File: src/rtl/riscv_pipe_pkg.sv
// -----------------------------------------------------------------------------
// riscv_pipe_pkg
// Shared constants and types for the fetch/decode pipeline boundary.
//   XLEN      datapath width
//   RESET_PC  PC value presented after reset and in every bubble
//   NOP_INST  bubble instruction (addi x0,x0,0)
//   SAT_MAX   terminal value of the 32-bit saturating performance counters
//   ifid_state_t  IF/ID sequencing state: BOOT (first edge after reset), RUN
// -----------------------------------------------------------------------------
package riscv_pipe_pkg;

    localparam int               XLEN     = 32;
    localparam logic [XLEN-1:0]  RESET_PC = 32'h0000_0000;
    localparam logic [XLEN-1:0]  NOP_INST = 32'h0000_0013;
    localparam logic [31:0]      SAT_MAX  = 32'hFFFF_FFFF;

    typedef enum logic {
        BOOT = 1'b0,
        RUN  = 1'b1
    } ifid_state_t;

endpackage : riscv_pipe_pkg

File: src/rtl/ifid_sat_ctr.sv
// -----------------------------------------------------------------------------
// ifid_sat_ctr
// 32-bit event counter that sticks at all-ones instead of wrapping.
// Ports:
//   clk    in   rising-edge clock
//   rst    in   synchronous active-high clear
//   inc    in   count one event this edge
//   count  out  current count
// -----------------------------------------------------------------------------
module ifid_sat_ctr (
    input  logic        clk,
    input  logic        rst,
    input  logic        inc,
    output logic [31:0] count
);
    import riscv_pipe_pkg::*;

    logic [31:0] r_count;

    // NOTE: state is written with non-blocking assignments so every flop
    // samples the pre-edge value of every other flop, independent of order.
    always_ff @(posedge clk) begin
        if (rst) begin
            r_count <= '0;
        end else if (inc && (r_count != SAT_MAX)) begin
            r_count <= r_count + 32'd1;
        end
    end

    assign count = r_count;

endmodule : ifid_sat_ctr

File: src/rtl/if_id_reg.sv
// -----------------------------------------------------------------------------
// if_id_reg
// IF/ID pipeline register. Pairs the fetched instruction with its PC/PC+4 and
// hands them to decode. Handles load-use stall (hold), branch/jump flush
// (bubble), and the single bubble after reset. Works with combinational
// (SYNC_IMEM=0) or 1-cycle synchronous (SYNC_IMEM=1) instruction memory.
//
// Optional feature: define IFID_PERF_EN to add three saturating performance
// counters; otherwise perf_* are constant 0 and no counter flops exist.
//
// Ports:
//   clk         in   rising-edge clock
//   rst         in   synchronous active-high reset
//   if_pc       in   current PC from the PC stage
//   if_pc4      in   PC+4 from the PC stage
//   if_inst     in   instruction memory read data
//   stall       in   load-use stall (also freezes the PC stage)
//   flush       in   taken branch/jump redirect
//   id_pc       out  PC of the instruction in ID
//   id_pc4      out  PC+4 of the instruction in ID
//   id_inst     out  instruction in ID
//   id_valid    out  1 = real instruction, 0 = bubble
//   perf_stall  out  RUN edges with stall and no flush
//   perf_flush  out  edges with flush
//   perf_bubble out  RUN edges that loaded a bubble
// -----------------------------------------------------------------------------
module if_id_reg #(
    parameter int                 XLEN      = riscv_pipe_pkg::XLEN,
    parameter logic [XLEN-1:0]    RESET_PC  = riscv_pipe_pkg::RESET_PC,
    parameter logic [XLEN-1:0]    NOP_INST  = riscv_pipe_pkg::NOP_INST,
    parameter bit                 SYNC_IMEM = 1'b0
) (
    input  logic            clk,
    input  logic            rst,
    input  logic [XLEN-1:0] if_pc,
    input  logic [XLEN-1:0] if_pc4,
    input  logic [XLEN-1:0] if_inst,
    input  logic            stall,
    input  logic            flush,
    output logic [XLEN-1:0] id_pc,
    output logic [XLEN-1:0] id_pc4,
    output logic [XLEN-1:0] id_inst,
    output logic            id_valid,
    output logic [31:0]     perf_stall,
    output logic [31:0]     perf_flush,
    output logic [31:0]     perf_bubble
);
    import riscv_pipe_pkg::*;

    localparam logic [XLEN-1:0] RESET_PC4 = RESET_PC + XLEN'(4);

    ifid_state_t     r_state;
    logic            r_kill;
    logic [XLEN-1:0] r_id_pc;
    logic [XLEN-1:0] r_id_pc4;
    logic [XLEN-1:0] r_id_inst;
    logic            r_id_valid;

    logic [XLEN-1:0] w_fetch_pc;
    logic [XLEN-1:0] w_fetch_pc4;
    logic            w_run;
    logic            w_load_bubble;

    assign w_run         = (r_state == RUN);
    // A RUN edge loads a bubble on flush, or on a non-stalled edge that
    // squashes wrong-path data still in flight from the synchronous memory.
    assign w_load_bubble = w_run && (flush || (!stall && r_kill));

    // Align the PC with the instruction it produced. With synchronous memory
    // the data returned now belongs to last cycle's PC, so that PC is delayed
    // here. The BOOT edge always captures so the first RUN load is aligned.
    generate
        if (SYNC_IMEM) begin : g_sync_align
            logic [XLEN-1:0] r_pc_d;
            logic [XLEN-1:0] r_pc4_d;

            always_ff @(posedge clk) begin
                if (rst) begin
                    r_pc_d  <= RESET_PC;
                    r_pc4_d <= RESET_PC4;
                end else if ((r_state == BOOT) || !stall) begin
                    r_pc_d  <= if_pc;
                    r_pc4_d <= if_pc4;
                end
            end

            assign w_fetch_pc  = r_pc_d;
            assign w_fetch_pc4 = r_pc4_d;
        end else begin : g_comb_align
            assign w_fetch_pc  = if_pc;
            assign w_fetch_pc4 = if_pc4;
        end
    endgenerate

    // Sequencer, kill flag and ID registers. Priority: rst > flush > stall > load.
    always_ff @(posedge clk) begin
        if (rst) begin
            r_state    <= BOOT;
            r_kill     <= 1'b0;
            r_id_pc    <= RESET_PC;
            r_id_pc4   <= RESET_PC4;
            r_id_inst  <= NOP_INST;
            r_id_valid <= 1'b0;
        end else begin
            case (r_state)
                BOOT: begin
                    // PC stage repeats RESET_PC once after reset; drop that copy.
                    r_state    <= RUN;
                    r_kill     <= 1'b0;
                    r_id_pc    <= RESET_PC;
                    r_id_pc4   <= RESET_PC4;
                    r_id_inst  <= NOP_INST;
                    r_id_valid <= 1'b0;
                end
                RUN: begin
                    if (w_load_bubble) begin
                        r_id_pc    <= RESET_PC;
                        r_id_pc4   <= RESET_PC4;
                        r_id_inst  <= NOP_INST;
                        r_id_valid <= 1'b0;
                        // Flush arms kill only when memory data lags by a cycle;
                        // a squashing load consumes it.
                        r_kill     <= flush && SYNC_IMEM;
                    end else if (!stall) begin
                        r_id_pc    <= w_fetch_pc;
                        r_id_pc4   <= w_fetch_pc4;
                        r_id_inst  <= if_inst;
                        r_id_valid <= 1'b1;
                    end
                end
                default: r_state <= BOOT;
            endcase
        end
    end

    assign id_pc    = r_id_pc;
    assign id_pc4   = r_id_pc4;
    assign id_inst  = r_id_inst;
    assign id_valid = r_id_valid;

`ifdef IFID_PERF_EN
    logic w_inc_stall;
    assign w_inc_stall = w_run && stall && !flush;

    ifid_sat_ctr u_ctr_stall (
        .clk   (clk),
        .rst   (rst),
        .inc   (w_inc_stall),
        .count (perf_stall)
    );

    ifid_sat_ctr u_ctr_flush (
        .clk   (clk),
        .rst   (rst),
        .inc   (flush),
        .count (perf_flush)
    );

    ifid_sat_ctr u_ctr_bubble (
        .clk   (clk),
        .rst   (rst),
        .inc   (w_load_bubble),
        .count (perf_bubble)
    );
`else
    assign perf_stall  = '0;
    assign perf_flush  = '0;
    assign perf_bubble = '0;
`endif

endmodule : if_id_reg
File: config.mk
export PLATFORM = sky130hd
export DESIGN_NAME = if_id_reg
export DESIGN_NICKNAME = d
export VERILOG_FILES = /design/src/rtl/riscv_pipe_pkg.sv /design/src/rtl/ifid_sat_ctr.sv /design/src/rtl/if_id_reg.sv
export SDC_FILE = /design/constraint.sdc
export NUM_CORES = 1
export LEC_CHECK = 0
export CAP_MARGIN = 20
export CORE_AREA = 3 3 112 114
export CTS_BUF_LIST = sky130_fd_sc_hd__clkbuf_8 sky130_fd_sc_hd__clkbuf_16
export DETAILED_ROUTE_END_ITERATION = 7
export DIE_AREA = 0 0 115 117
export HOLD_SLACK_MARGIN = 0.05
export PLACE_DENSITY = 0.83
export RECOVER_POWER = 100
export SYNTH_ARGS = -nofsm -noshare
export SYNTH_HDL_FRONTEND = slang
export SYNTH_SLANG_ARGS = --single-unit
File: constraint.sdc
create_clock -name clk -period 2.6 [get_ports clk]
set_input_delay 0.26 -clock clk [delete_from_list [all_inputs] [get_ports clk]]
set_output_delay 0.26 -clock clk [all_outputs]
set_load 0.1 [all_outputs]
Yosys cells after proc, flatten, opt, wreduce, memory -nomap -nowiden
Cells that the tools add are included.
- memories kept: 0
- bits of input ports: 100
- bits in writable memories: 0
- register bits: 99
- ROM bits: 0
- bits in latches: 0
- output and inout bits: 193
- div/mod/pow operators: 0
- mux-type cells: 15
- eq/ne operators: 2
- reductions and logical operators: 4
- magnitude comparators: 0
- multipliers: 0
- bitwise gates (word level): 1
- add/sub/neg operators: 0
- shift operators: 0
- operators by type and width (cell ; count):
    two-way mux 32 bit ; 6
    case mux 32 bit (2 select lines) ; 3
    two-way mux 1 bit ; 4
    case mux 1 bit (2 select lines) ; 2
    != test 3 x 2 -> 1 bit, second input constant ; 1
    logical AND 1 bit ; 2
    != test 2 x 1 -> 1 bit, second input constant ; 1
    zero test 1 bit ; 1
    logical OR 1 bit ; 1
    inverter 1 bit ; 1

Logic depth before layout (Yosys ltp)
- depth in word-level cells: 6
- gate-level depth with buffers: 5
- mapped depth without buffers: 2

Worst setup path after synthesis
OpenSTA, ideal clock, no wires.
- path type: input to register
- start: in flush
- end: reg r_id_inst[0] (netlist: id_inst[0])
- setup time: 0.120 ns
- arrival: 1.143 ns
- setup slack: 1.337 ns
- stages on the path: 4
- cells stage by stage: or3b_1 buf_2 buf_6 a211o_1
- longest elaborated chain between the ends: 4
- elaborated cells on any way between the ends: 5
- RTL lines (element ; line ; source):
    start, declared ; if_id_reg.sv:39 ; input logic flush,
    logical OR 1 bit * ; if_id_reg.sv:67 ; assign w_load_bubble = w_run && (flush || (!stall && r_kill));
    logical AND 1 bit * ; if_id_reg.sv:67 ;
    two-way mux 32 bit ; if_id_reg.sv:116 ; if (w_load_bubble) begin
    case mux 32 bit (2 select lines) ; if_id_reg.sv:105 ; case (r_state)
    end signal, assigned ; if_id_reg.sv:127 ; r_id_inst <= if_inst;
    end, declared ; if_id_reg.sv:56 ; logic [XLEN-1:0] r_id_inst;
Every way passes the cells marked *; elsewhere a longest branch is shown, timed or not.
A chain may end at the register's enable or synchronous reset.

Worst setup path in the final report
- start: reg r_id_inst[0] (netlist: id_inst[0])
- end: out id_inst[0]
- RTL lines (element ; line ; source):
    end, declared ; if_id_reg.sv:42 ; output logic [XLEN-1:0] id_inst,
No word-level cell between the ends.

==> metrics <==
PD cells 750 nW/um^2; pin count of the biggest net entering global routing 98; final worst slack 744 ps; crit path DAT around 1600 ps; register area share after synthesis 47.1%; Post-Syn Instances 413; total CTS buffers 9; Area Overhead vs Synth 34.9%; die height around 120 um; Resized cells post-CTS 0; Simple-Gate Fraction of Synth Area under 10%; IO Port Bufs 196; startpoint types flop; min cycle time layout 1860 ps; Post-CTS Hold Fix Bufs 0; worst hold path cell count 3; DP Area ~5600 um^2; max incr delay on CP 920 ps; worst path bufs/invs 1; worst path cell trace clkbuf_1; detailed-route via count 3,074; fraction of layout cells with a size suffix above 1 around 3.5%; CP max stage cell clkbuf_1; post-synthesis mux area share between 20% and 30%; ANT cells 0; Pre-antenna DRT Iters 4; fin. max-slew vios 0; gr ovfl total 0; Reg-to-Reg End id_inst[1]$_SDFFE_PP1P_; R2R cell count 3; vias in the first global route between 3,000 and 4,000; Crit path depth 1; Final Cycle Share 71.4%; ANT nets after route 0; unrepaired setup endpoints after global routing no; crit-path max FO 2; xor/xnor share of the synthesized area 0%; Worst Tran Pin Value 1250 ps; DRT iter0 DRCs 65; clk_lat worst skew about 340 ps; critical path's top delay family buffers and inverters; clk root buf clkbuf_16; DRC viols 0; boundary pin count 293; worst vdd ir 0.000398 V; Max-cap violations 0; synthesized area 4160 um^2; Fmax 539 MHz; gr usage total 13.6%; Worst slew margin 17.0%; final instance area 5610 um^2; Die Area 13,500 um^2; Layout Skew 6.80 ps; largest family of logic cells by synthesized area multiplexers; reg2reg start r_state$_DFF_P_; clock sinks a little under 100; Final Hold Viols 0; Post-Route WL 9800 um; status complete, no violations; row count 39; first-pass GRT wire length 14,400 um; Synth Area per Inst roughly 10 um^2; Final #Nets between 700 and 800; HP Class primary input to flop; endpoints failing setup 0; leakage around 2.5 nW; Finished Core Util 48.7%; CTS clock-pin slew for the worst setup and hold paths 60 ps; HPWL Detailed 7560 um; R2R setup slack 1010 ps; post-synthesis compound-gate area fraction 0.962%; drt wl/cell 13.1 um; CTS tree built; CP Capture Type primary output; Worst Setup SP id_inst[0]$_SDFFE_PP1P_; Yosys reg bits roughly 100; Final TNS setup 0 ps; Placement Setup Slack about 600 ps; CTS H-tree depth 3; count of different cell masters after synthesis 13; Clock Path Buffers 2; gpl congestion between 0.6 and 0.7; post-synthesis adder-cell area fraction 0%; Die X 115 um; Synth Warn # 0; CP endpoint id_inst[0]; Via density 4.10; Setup Crit Path Kind flop to primary output; antenna violations before repair 0; Setup Buffers After CTS 0; critical path required time roughly 2300 ps; Core Area approximately 12,000 um^2; initial core utilization 36.1%
-- cell families after synthesis --
logic type             after synthesis
other                                1
multiplexers                        92
AO/OA/AOI/OAI                        5
flip-flops                          98
buffers and inverters              120
AND/OR/NAND/NOR                     97
-- synthesized netlist by cell type, drive strengths merged --
| master | n | area share (%) |
|---|---|---|
| nor2b | 4 | 0.60 |
| a211o | 4 | 0.84 |
| clkbuf | 6 | 0.54 |
| buf | 112 | 20 |
| conb | 1 | 0.090 |
| a21oi | 1 | 0.12 |
| inv | 2 | 0.18 |
| or3b | 1 | 0.21 |
| mux2i | 92 | 22 |
| dfxtp | 98 | 47 |
| nor2 | 92 | 8.3 |
-- power by group --
| part | total, mW | switching, mW | internal (mW) |
|---|---|---|---|
| Sequential | 1.55 | 0.0152 | 1.53 |
| Combinational | 1.14 | 0.926 | 0.212 |
| Clock | 1.53 | 0.539 | 0.989 |
-- routing by layer --
layer | wire length [um] | up-vias | track usage (%)
li1 | - | 1516 | -
met1 | 3580 | 1387 | 14.4
met2 | 5040 | 161 | 24.1
met3 | 1020 | 10 | 5.19
met4 | 160 | 0 | 6.34
met5 | 0 | - | 0
-- layout make-up --
cell class / count / area, um^2
Clock inverter: 5 / 101
Multi-Input combinational cell: 290 / 1700
Inverter: 2 / 7.51
Tap cell: 143 / 179
Timing Repair Buffer: 200 / 1410
Fill cell: 1122 / 5900
Sequential cell: 98 / 1960
Clock buffer: 11 / 253
-- stage by stage --
| step | cells | power [mW] | hold slack (ps) |
|---|---|---|---|
| 2_1_floorplan | 508 | 2.64 | 317 |
| 3_3_place_gp | 732 | 2.73 | 441 |
| 3_5_place_dp | 732 | 2.74 | 448 |
| 4_1_cts | 748 | 4.28 | 397 |
| 5_1_grt | 749 | 4.36 | 394 |
| 6_report | 749 | 4.21 | 401 |
-- sequential cells by signal (all words and copies together) (netlist names) --
signal,flops
id_inst,32
id_pc,32
id_pc4,32
id_valid,1
r_state,1
-- worst min path at each step --
stage	from	endpoint	slack [ps]
after floorplan	rst	r_state$_DFF_P_	320
after global placement	id_valid$_SDFFE_PP0P_	id_valid$_SDFFE_PP0P_	440
after detailed placement	id_valid$_SDFFE_PP0P_	id_valid$_SDFFE_PP0P_	450
after CTS	stall	id_pc[24]$_SDFFE_PP0P_	400
after global routing	stall	id_pc[24]$_SDFFE_PP0P_	390
final	stall	id_pc[24]$_SDFFE_PP0P_	400
-- cell usage in the layout (no fill, tap or decap) --
master / n
clkbuf_1: 97
clkbuf_16: 9
nor2b_1: 4
clkinvlp_4: 1
buf_4: 3
buf_12: 2
dlygate4sd3_1: 1
bufinv_16: 3
clkdlybuf4s50_1: 97
a21oi_1: 1
inv_1: 3
a211o_1: 4
conb_1: 96
nor2_1: 92
dfxtp_1: 98
mux2i_1: 92
clkbuf_8: 2
or3b_4: 1
No activity file was read; power rests on OpenSTA's default activity.
